[config.mk]
export PLATFORM = sky130hd
export DESIGN_NAME = trim_code_sel
export DESIGN_NICKNAME = d
export VERILOG_FILES = /design/src/rtl/trim_code_sel.sv
export SDC_FILE = /design/constraint.sdc
export NUM_CORES = 1
export LEC_CHECK = 0
export CAP_MARGIN = 20
export CELL_PAD_IN_SITES_DETAIL_PLACEMENT = 0
export CELL_PAD_IN_SITES_GLOBAL_PLACEMENT = 1
export CORE_MARGIN = 2
export CORE_UTILIZATION = 45
export CTS_CLUSTER_DIAMETER = 30
export DETAILED_ROUTE_END_ITERATION = 10
export PLACE_DENSITY = 0.79
export SETUP_SLACK_MARGIN = 0.5
export SLEW_MARGIN = 20
export SYNTH_ARGS = -nofsm -noshare
export SYNTH_HDL_FRONTEND = slang
export SYNTH_SLANG_ARGS = --single-unit
export TNS_END_PERCENT = 5
[constraint.sdc]
create_clock -name CLOCK_50 -period 8.07 [get_ports CLOCK_50]
set_input_delay 1.614 -clock CLOCK_50 [delete_from_list [all_inputs] [get_ports CLOCK_50]]
set_output_delay 1.614 -clock CLOCK_50 [all_outputs]
set_load 0.02 [all_outputs]
[src/rtl/trim_code_sel.sv]
// Trim-code source and frame sequencer feeding the trim serializer (manual load or code sweep).
// Define TRIM_SWEEP_WRAP_EN to make a sweep wrap from CODE_MAX back to CODE_MIN instead of ending.
`timescale 1ns/1ps

module trim_code_sel #(
    parameter logic [11:0] RESET_CODE  = 12'h7BF,
    parameter logic [11:0] CODE_MIN    = 12'h000,
    parameter logic [11:0] CODE_MAX    = 12'hFFF,
    parameter int unsigned FRAME_EDGES = 14,
    parameter int unsigned DWELL_CYC   = 50_000_000,
    parameter int unsigned TIMEOUT_CYC = 250_000_000
) (
    input  logic        CLOCK_50,
    input  logic        RST,
    input  logic        GO,
    input  logic        MODE,
    input  logic [11:0] SW,
    input  logic        ENCLK,
    output logic [11:0] TRIM_CODE,
    output logic        START,
    output logic        BUSY,
    output logic        FRAME_DONE,
    output logic        ERR
);

    typedef enum logic [1:0] {
        S_IDLE,
        S_REQ,
        S_SHIFT,
        S_DWELL
    } state_t;

    localparam logic [4:0]  EDGE_LAST  = 5'(FRAME_EDGES - 1);
    localparam logic [27:0] DWELL_LAST = 28'(DWELL_CYC - 1);
    localparam logic [27:0] TMO_LAST   = 28'(TIMEOUT_CYC - 1);

    logic        go_meta, go_sync, go_prev, go_rise;
    logic        enclk_meta, enclk_sync, enclk_prev, enclk_rise;
    logic        mode_meta, mode_sync;
    logic [11:0] sw_meta, sw_sync;

    state_t      state;
    logic [11:0] trim_code;
    logic        start, busy, frame_done, err;
    logic        sweep, stop_pend;
    logic [4:0]  edge_cnt;
    logic [27:0] tmo_cnt;
    logic [27:0] dwell_cnt;

    // Edge pulses are registered so every pin-to-output path is a fixed 4 cycles.
    always_ff @(posedge CLOCK_50 or posedge RST) begin
        if (RST) begin
            go_meta    <= 1'b0;
            go_sync    <= 1'b0;
            go_prev    <= 1'b0;
            go_rise    <= 1'b0;
            enclk_meta <= 1'b0;
            enclk_sync <= 1'b0;
            enclk_prev <= 1'b0;
            enclk_rise <= 1'b0;
            mode_meta  <= 1'b0;
            mode_sync  <= 1'b0;
            sw_meta    <= 12'h000;
            sw_sync    <= 12'h000;
        end else begin
            go_meta    <= GO;
            go_sync    <= go_meta;
            go_prev    <= go_sync;
            go_rise    <= go_sync & ~go_prev;
            enclk_meta <= ENCLK;
            enclk_sync <= enclk_meta;
            enclk_prev <= enclk_sync;
            enclk_rise <= enclk_sync & ~enclk_prev;
            mode_meta  <= MODE;
            mode_sync  <= mode_meta;
            sw_meta    <= SW;
            sw_sync    <= sw_meta;
        end
    end

    always_ff @(posedge CLOCK_50 or posedge RST) begin
        if (RST) begin
            state      <= S_IDLE;
            trim_code  <= RESET_CODE;
            start      <= 1'b0;
            busy       <= 1'b0;
            frame_done <= 1'b0;
            err        <= 1'b0;
            sweep      <= 1'b0;
            stop_pend  <= 1'b0;
            edge_cnt   <= 5'd0;
            tmo_cnt    <= 28'd0;
            dwell_cnt  <= 28'd0;
        end else begin
            frame_done <= 1'b0;
            if (state != S_IDLE && go_rise && sweep) begin
                stop_pend <= 1'b1;
            end
            case (state)
                S_IDLE: begin
                    if (go_rise) begin
                        trim_code <= mode_sync ? CODE_MIN : sw_sync;
                        sweep     <= mode_sync;
                        stop_pend <= 1'b0;
                        err       <= 1'b0;
                        tmo_cnt   <= 28'd0;
                        start     <= 1'b1;
                        busy      <= 1'b1;
                        state     <= S_REQ;
                    end
                end
                S_REQ: begin
                    if (enclk_rise) begin
                        start    <= 1'b0;
                        edge_cnt <= 5'd1;
                        tmo_cnt  <= 28'd0;
                        state    <= S_SHIFT;
                    end else if (tmo_cnt == TMO_LAST) begin
                        err   <= 1'b1;
                        start <= 1'b0;
                        busy  <= 1'b0;
                        state <= S_IDLE;
                    end else begin
                        tmo_cnt <= tmo_cnt + 28'd1;
                    end
                end
                S_SHIFT: begin
                    if (enclk_rise) begin
                        tmo_cnt  <= 28'd0;
                        edge_cnt <= edge_cnt + 5'd1;
                        if (edge_cnt == EDGE_LAST) begin
                            frame_done <= 1'b1;
                            dwell_cnt  <= 28'd0;
                            if (sweep) begin
                                state <= S_DWELL;
                            end else begin
                                busy  <= 1'b0;
                                state <= S_IDLE;
                            end
                        end
                    end else if (tmo_cnt == TMO_LAST) begin
                        err   <= 1'b1;
                        start <= 1'b0;
                        busy  <= 1'b0;
                        state <= S_IDLE;
                    end else begin
                        tmo_cnt <= tmo_cnt + 28'd1;
                    end
                end
                S_DWELL: begin
                    if (dwell_cnt != DWELL_LAST) begin
                        dwell_cnt <= dwell_cnt + 28'd1;
                    end else if (stop_pend || (go_rise && sweep)) begin
                        stop_pend <= 1'b0;
                        busy      <= 1'b0;
                        state     <= S_IDLE;
                    end else if (trim_code < CODE_MAX) begin
                        trim_code <= trim_code + 12'd1;
                        tmo_cnt   <= 28'd0;
                        start     <= 1'b1;
                        state     <= S_REQ;
                    end else begin
`ifdef TRIM_SWEEP_WRAP_EN
                        trim_code <= CODE_MIN;
                        tmo_cnt   <= 28'd0;
                        start     <= 1'b1;
                        state     <= S_REQ;
`else
                        stop_pend <= 1'b0;
                        busy      <= 1'b0;
                        state     <= S_IDLE;
`endif
                    end
                end
                default: begin
                    start <= 1'b0;
                    busy  <= 1'b0;
                    state <= S_IDLE;
                end
            endcase
        end
    end

    assign TRIM_CODE  = trim_code;
    assign START      = start;
    assign BUSY       = busy;
    assign FRAME_DONE = frame_done;
    assign ERR        = err;

endmodule

# Yosys cells after proc, flatten, opt, wreduce, memory -nomap -nowiden
# Cells that the tools add are included.
# W data, S select, Z words.
totals:
  ff_bits: 115
  inputBits: 17
  out_inout_bits: 16
  wordCells: 134
op_classes:
  addsub: 4
  n_lt_le_gt_ge: 1
  eq_ne: 22
  mux: 60
  bitwise: 4
  n_reduce_logical: 20
op_table:
  columns: ["operator", "n"]
  rows:
  - ["$mux W28", 9]
  - ["$pmux W28 S3", 1]
  - ["$mux W12", 5]
  - ["$add A28 B1 Y28 const B", 2]
  - ["$pmux W28 S2", 1]
  - ["$eq A28 B28 Y1 const B", 1]
  - ["$mux W1", 28]
  - ["$ne A28 B26 Y1 const B", 1]
  - ["$pmux W12 S2", 1]
  - ["$ne A2 B2 Y1 const B", 11]
  - ["$reduce_and A5 Y1", 3]
  - ["$mux W2", 7]
  - ["$add A12 B1 Y12 const B", 1]
  - ["$lt A12 B12 Y1 const B", 1]
  - ["$ne A3 B3 Y1 const B", 4]
  - ["$mux W5", 2]
  - ["$pmux W5 S2", 1]
  - ["$reduce_bool A2 Y1", 5]
  - ["$pmux W1 S4", 2]
  - ["$pmux W2 S4", 1]
  - ["$reduce_and A4 Y1", 2]
  - ["$reduce_and A3 Y1", 2]
  - ["$reduce_and A6 Y1", 1]
  - ["$add A5 B1 Y5 const B", 1]
  - ["other kinds (12)", 18]

# Depth between registers and ports, before layout
# Gate-level depths: netlist of the first run.
logic_depth:
  depth_word: 8
  ltp_mapped: 10
  ltp_nobuf: 8

# Least setup slack after synthesis of the first run
# No wires, ideal clock.
synth_timing:
  path_type: "register to register"
  startpoint: "register trim_code[0] (netlist: TRIM_CODE[0])"
  endpoint: "register tmo_cnt[7]"
  arrival_time_ps: 2308
  t_required_ps: 7960
  slack_ps: 5651
  stages_incl_launch_ff: 10
  synth_period_minus_slack_ps: 2419
  path_cell_list: "dfstp_2 ha_1 nand3_1 nor4_1 nor3_1 a22oi_4 buf_2 buf_2 o21ai_0 o41ai_1"
synth_via:
  elab_chain_cells: 3
synth_lines:
  columns: ["element", "line", "rtl"]
  rows:
  - ["start, declared", "43", "logic [11:0] trim_code;"]
  - ["start signal, assigned", "102", "trim_code <= mode_sync ? CODE_MIN : sw_sync;"]
  - ["start signal, assigned", "158", "trim_code <= trim_code + 12'd1;"]
  - ["$lt A12 B12 Y1", "157", "end else if (trim_code < CODE_MAX) begin"]
  - ["$ne A2 B2 Y1 (no source line)", null, null]
  - ["$reduce_and A5 Y1 (no source line)", null, null]
  - ["end signal, assigned", "124", "tmo_cnt <= tmo_cnt + 28'd1;"]
  - ["end signal, assigned", "147", "tmo_cnt <= tmo_cnt + 28'd1;"]
  - ["end, declared", "47", "logic [27:0] tmo_cnt;"]
# No other way between the ends.
# A chain may end at the register's enable or synchronous reset.

# Worst setup path after layout of the first run
layout_timing:
  startpoint: "register trim_code[8] (netlist: TRIM_CODE[8])"
  endpoint: "output port TRIM_CODE[8]"
layout_lines:
  columns: ["element", "line", "rtl"]
  rows:
  - ["end, declared", "19", "output logic [11:0] TRIM_CODE,"]
# No word-level cell between the ends.

==> results of run 1 <==
## metal layers
layer | routed length [µm] | track usage | up-vias
met5 | 0 | 0 | -
met4 | 140 | 0.07937 | 0
met3 | 704 | 0.06175 | 13
met2 | 5846 | 0.3173 | 114
met1 | 6219 | 0.2993 | 2245
li1 | - | - | 2211
## cells in the final DEF (no fill, tap or decap), types with 4 or more instances in the layout
cell type and instances:
nor4b_1 4, nor2b_1 6, inv_6 7, nand2b_1 6, nand4_1 21, o41ai_1 5, nand3_1 36, o211ai_1 5
clkbuf_16 17, and2_1 4, dfstp_2 10, a21oi_1 32, nor4_1 8, nor2_1 50, xor2_1 20, a31oi_1 5
or4_1 7, buf_4 5, or3_1 10, inv_1 13, o21ai_0 38, nor3_1 14, a22o_1 6, ha_1 9
inv_8 4, and3_1 8, dfrtp_1 105, clkdlybuf4s50_1 32, and4_1 8, nand2_1 44, o31ai_1 14
## worst min path at each step
stage,startpoint,endpoint,slack (ns),cells after the start
global placement,sw_meta[11],sw_sync[11],0.33,0
global route,sw_meta[9],sw_sync[9],0.35,0
detailed placement,sw_meta[3],sw_sync[3],0.33,0
finish,sw_meta[9],sw_sync[9],0.35,0
floorplan,enclk_meta,enclk_sync,0.33,0
CTS,sw_meta[3],sw_sync[3],0.35,0
## Yosys cell counts, drive strengths merged, types with 9 or more instances
master,number
nand2,45
xor2,20
nor3,16
dfrtp,105
or3,10
dfstp,10
inv,14
nand3,36
nor4,10
clkbuf,12
a21oi,32
o21ai,38
buf,10
nand4,23
o31ai,14
ha,9
nor2,51
## flip-flops by register name (all words and copies together) (netlist names), 2 cells and up
name	count
edge_cnt	5
sw_sync	12
dwell_cnt	28
state	2
tmo_cnt	28
sw_meta	12
TRIM_CODE	12
## per-stage QoR
stage	hold WS [ns]	total power, µW	util	setup slack, ns
global placement	0.3318	1222	0.5045	4.696
finish	0.3469	1958	0.5529	4.798
detailed placement	0.3347	1234	0.5045	4.672
CTS	0.3487	1955	0.5506	4.680
global route	0.3509	2073	0.5529	4.731
floorplan	0.3312	1073	-	3.428
## cell families (layout without fill, tap and decap cells)
kind of cell | after synthesis | after routing | share of synthesized area
buf+inv | 38 | 86 | 0.02940
simple gates | 247 | 247 | 0.2383
xor+xnor | 22 | 22 | 0.03404
compound gates | 136 | 136 | 0.1600
fa+ha+maj | 9 | 9 | 0.01989
mux | 4 | 4 | 0.007736
flops | 115 | 115 | 0.5106
## power groups by stage
stage	Clock, µW	Combinational, µW	Sequential [µW]
after floorplan	0	311	763
after global placement	0	485	738
after detailed placement	0	493	740
after CTS	728	496	732
after global routing	757	572	743
final	713	513	733
## cell type report
cell class	instances	area (µm²)
clock inverters	15	135.1
flip-flops and latches	115	2890
inverters	16	62.56
repair buffers	38	385.4
clock buffers	17	425.4
multi-input cells	418	2615
fillers	1076	5438
well taps	168	210.2
==> run_results.csv, run 1 <==
group,metric,value,unit
outcome,status,"complete, no violations",
power_and_ir_drop,swShare,0.3544,
clocking,root_buffer,"clkbuf_16",
setup_path,reg2reg_slack,5.03,ns
finish,fin_cells,787,
floorplanning,start_util,0.4654,
timing,maxSlewHeadroom,0.2964,
clocking,clock_path_buffers,2,
clocking,holdBufCountCts,0,
clocking,clock_latency,0.42,ns
floorplanning,pin_count,33,
drt,route.detailed.drc,0,
power_and_ir_drop,p_int,1264,µW
drt,wl_per_cell,16.41,µm
yosys,async_flop_share,1.000,
finish,final_net_count,632,
timing,fmax,305.7,MHz
power_and_ir_drop,seq_power_share,0.374,
setup_path,setup.worst_path.start,"TRIM_CODE[8]",
setup_path,rr_endpoint,"tmo_cnt[20]",
place,dp_hpwl,8718,µm
floorplanning,die_h,116.2,µm
power_and_ir_drop,p_sw,693.9,µW
yosys,synth_seq_cells,115,
drt,routed_wl,12910,µm
setup_path,critPathMaxStageDelay,0.64,ns
global_route,grt_max_degree,64,
global_route,track_usage,0.2135,
yosys,synth_ff_type,"dfrtp_1",
yosys,syn-cell-area,0.005660,mm²
timing,final-setup-viol-count,0,
power_and_ir_drop,pwr-share-comb,0.262,
clocking,cts-resized-gates,0,
place,port_buffers,32,
timing,clock_skew,0.006044,ns
power_and_ir_drop,peakVddDrop,0.0002175,V
yosys,ys_seq_area_frac,0.5106,
global_route,grt.overflow.total,0,
power_and_ir_drop,clockPowerShare,0.364,
clocking,cts_tree,"done",
yosys,netlist.area_leader.share,0.4642,
clocking,htree_levels,4,
timing,rsz0062_at_grt,"no",
flow_run,cap_violations,0,
timing,hold_violations,0,
setup_path,cp.arrival,1.66,ns
setup_path,cp_max_fo,7,
place,gp_congestion,0.8427,
global_route,grt_pass1_wl,22190,µm
setup_path,worstRegToRegCells,8,
drt,drtPass1Iterations,5,
timing,maxSlewViolCount,0,
setup_path,cp-endpoint,"TRIM_CODE[8]",
drt,vias,4583,
clocking,cts_buffers,17,
setup_path,required,6.46,ns
floorplanning,die_w,116.2,µm
finish,layout-drive-gt1-share,0.1099,
timing,tightest_slew,1.046,ns
clocking,clk_pin_slew_worst_paths,0.06,ns
floorplanning,dieArea,0.01349,mm²
setup_path,critical_path_cell_count,1,
drt,ant_nets,0,
hold_path,min_path_type,"reg -> reg",
yosys,ys_warn_count,0,
finish,antennaDiodeCount,0,
global_route,grt_pass1_vias,4462,
setup_path,cp-end-kind,"output pin",
setup_path,critPathTopFamily,"buffers and inverters",
power_and_ir_drop,powerDensity,291.2,mW/mm²
global_route,grt_antenna_before_repair,0,
finish,design_area,0.006724,mm²
setup_path,crit_buf_inv,1,
yosys,synth-edff-count,0,
drt,first_iter_violations,340,
timing,fin_crit,3.272,ns
clocking,post_cts_buffers,0,
place,place_area,0.006136,mm²
place,placed_cells,754,
power_and_ir_drop,leakage,0.002825,µW
floorplanning,rows,40,
setup_path,slowest_stage,"clkdlybuf4s50_1",
yosys,synthTopCellsByArea,"dfrtp_1 (46%), dfstp_2 (4.6%), o21ai_0 (3.4%)",
yosys,synth_area_per_cell,9.913,µm²
floorplanning,coreArea,0.01216,mm²
yosys,synth.distinct_cells,68,
setup_path,crit_path_cell_trace,"clkdlybuf4s50_1",
finish,areaGrowthSynthToFinish,18.79,%
timing,setup_tns,0,ns
clocking,clock-sinks,115,
setup_path,critPathLaunchType,"register",
setup_path,worstSetupPathType,"reg -> out",
timing,post-route-period-util,0.4054,
setup_path,r2r-start,"TRIM_CODE[0]",
yosys,synth_nets,597,
yosys,synth_top_cell_by_area,"dfrtp_1",
drt,avgViaCountPerCell,5.823,
yosys,synthCells,571,
(Power assumes the default switching activity.)
==> inputs of run 2 (changes only) <==
- clock period: 8.07 -> 3.1 ns (I/O delays scaled with it)
==> run 2 against run 1 <==
- die area unchanged
- first-iteration DRC count down 5.0%
- clock skew up 0.0030 ns
- final cell count is 1.8% higher
- highest routed layer unchanged
- global-route usage shrank 0.59 points
- largest cell class unchanged
- critical path type is now reg -> reg
- register-to-register slack lost 4.5 ns
- via count increased by 1.8%
- total power increased to 2.7 times the previous value
- count of clock-buffer cells in the layout grew 1
==> run_results.csv, run 2 (synthesized netlist as in run 1, its figures left out) <==
group,metric,value,unit
hold_path,worstHoldPathCells,0,
outcome,status,"complete, no violations",
timing,maxSlewHeadroom,0.5746,
clocking,clock-sinks,115,
setup_path,crit_path_cell_trace,"ha_1, nand3_1, nor4_1, buf_4, nor3_2, a22oi_4, buf_4, nor4_1, a211o_1",
finish,areaGrowthSynthToFinish,21.66,%
finish,fin_cells,801,
timing,layout_setup_ws,0.5537,ns
drt,first_iter_violations,323,
global_route,grt_pass1_wl,22020,µm
timing,setup_tns,0,ns
finish,final_common_cell,"dfrtp_1",
floorplanning,pin_count,33,
setup_path,critPathMaxStageDelay,0.57,ns
clocking,clock_latency,0.41,ns
drt,drtPass1Iterations,5,
timing,fmax,392.7,MHz
finish,final_net_count,646,
finish,layout-drive-gt1-share,0.1359,
power_and_ir_drop,powerDensity,773.4,mW/mm²
floorplanning,coreArea,0.01216,mm²
finish,design_area,0.006887,mm²
clocking,cts_tree,"done",
floorplanning,rows,40,
global_route,grt_pass1_vias,4492,
hold_path,min_path_type,"reg -> reg",
global_route,grt_antenna_before_repair,0,
finish,biggestRegsByFlops,"dwell_cnt x28, tmo_cnt x28",
drt,wl_per_cell,15.93,µm
place,place_area,0.006226,mm²
global_route,grt_max_degree,116,
drt,ant_nets,0,
timing,fin_crit,2.546,ns
drt,route.detailed.drc,0,
place,port_buffers,32,
flow_run,cap_violations,0,
timing,clock_skew,0.009059,ns
setup_path,cp_max_fo,18,
place,gp_congestion,0.7801,
drt,vias,4667,
timing,tightest_slew,0.6322,ns
clocking,root_buffer,"clkbuf_16",
floorplanning,die_w,116.2,µm
place,placed_cells,765,
setup_path,r2r-start,"TRIM_CODE[0]",
power_and_ir_drop,leakage,0.002902,µW
drt,avgViaCountPerCell,5.826,
global_route,grt.overflow.total,0,
clocking,holdBufCountCts,0,
floorplanning,start_util,0.4654,
setup_path,critPathTopFamily,"simple AND/OR/NAND/NOR gates",
place,dp_hpwl,8349,µm
clocking,clk_pin_slew_worst_paths,0.06,ns
clocking,clock_path_buffers,2,
drt,routed_wl,12760,µm
timing,whs,0.3468,ns
setup_path,crit_buf_inv,2,
floorplanning,die_h,116.2,µm
setup_path,reg2reg_slack,0.55,ns
setup_path,slowest_stage,"dfstp_2",
setup_path,worstSetupPathType,"reg -> reg",
hold_path,min_to,"sw_sync[5]",
setup_path,cp-end-kind,"register",
timing,final-setup-viol-count,0,
timing,hold_violations,0,
setup_path,worstRegToRegCells,9,
timing,rsz0062_at_grt,"yes",
hold_path,worstHoldStart,"sw_meta[5]",
timing,post-route-period-util,0.8214,
timing,maxSlewViolCount,0,
finish,antennaDiodeCount,0,
setup_path,rr_endpoint,"tmo_cnt[14]",
finish,mostFrequentLayoutCells,"dfrtp_1 (105), nor2_1 (50), nand2_1 (44)",
clocking,cts_buffers,17,
clocking,htree_levels,4,
global_route,track_usage,0.2076,
floorplanning,dieArea,0.01349,mm²
setup_path,required,3.39,ns
place,pre_cts_ws,0.3720,ns
setup_path,critPathLaunchType,"register",
power_and_ir_drop,peakVddDrop,0.0006772,V
setup_path,cp.arrival,2.84,ns
-- run 2: layout make-up --
class | count | area [µm²]
Clock buffer | 18 | 429.2
Fill cell | 1051 | 5275
Multi-Input combinational cell | 419 | 2641
Clock inverter | 14 | 176.4
Inverter | 16 | 63.81
Tap cell | 168 | 210.2
Sequential cell | 115 | 2890
Timing Repair Buffer | 51 | 475.5
-- run 2: layer usage --
layer  up-vias  part of all wire  track usage
met3        12             0.045      0.05968
met4         0            0.0095      0.05556
met5         -                 0            0
li1       2226                 -            -
met2       122              0.46       0.3088
met1      2307              0.49       0.3000
-- run 2: where the power goes --
part | internal, µW | switching [µW] | total [µW] | leakage (µW)
clock | 1270 | 739 | 2010 | 0.000292
sequential | 1710 | 192 | 1910 | 0.00148
combinational | 564 | 844 | 1410 | 0.00113
total | 3550 | 1770 | 5330 | 0.00290
-- run 2: worst register-to-register path: stages, from the launching register on --
cell	delay [ns]
dfstp_2	0.57
ha_1	0.22
nand3_1	0.17
nor4_1	0.35
buf_4	0.19
nor3_2	0.07
a22oi_4	0.27
buf_4	0.26
nor4_1	0.08
a211o_1	0.25
-- run 2: worst max-delay path by stage --
stage | from | end | slack, ns | cells after the start
after floorplan | TRIM_CODE[0] | tmo_cnt[7] | 0.68 | 9
after global placement | TRIM_CODE[0] | tmo_cnt[14] | 0.47 | 9
after detailed placement | TRIM_CODE[0] | tmo_cnt[14] | 0.37 | 9
after CTS | TRIM_CODE[0] | TRIM_CODE[0] | 0.49 | 8
after global routing | TRIM_CODE[0] | tmo_cnt[14] | 0.43 | 9
final | TRIM_CODE[0] | tmo_cnt[14] | 0.55 | 9
-- run 2: per-stage QoR --
stage / total power [µW] / utilization
2_1_floorplan: 2794 / -
3_3_place_gp: 3255 / 0.5119
3_5_place_dp: 3284 / 0.5119
4_1_cts: 5337 / 0.5640
5_1_grt: 5615 / 0.5663
6_report: 5326 / 0.5663
-- run 2: timing repair --
item | in CTS | in global routing
pin swaps | 2 | 2
setup buffers | 1 | 2
gates resized for setup | 2 | 4
cloned | 1 | 0
setup endpoints to repair | 23 | 31
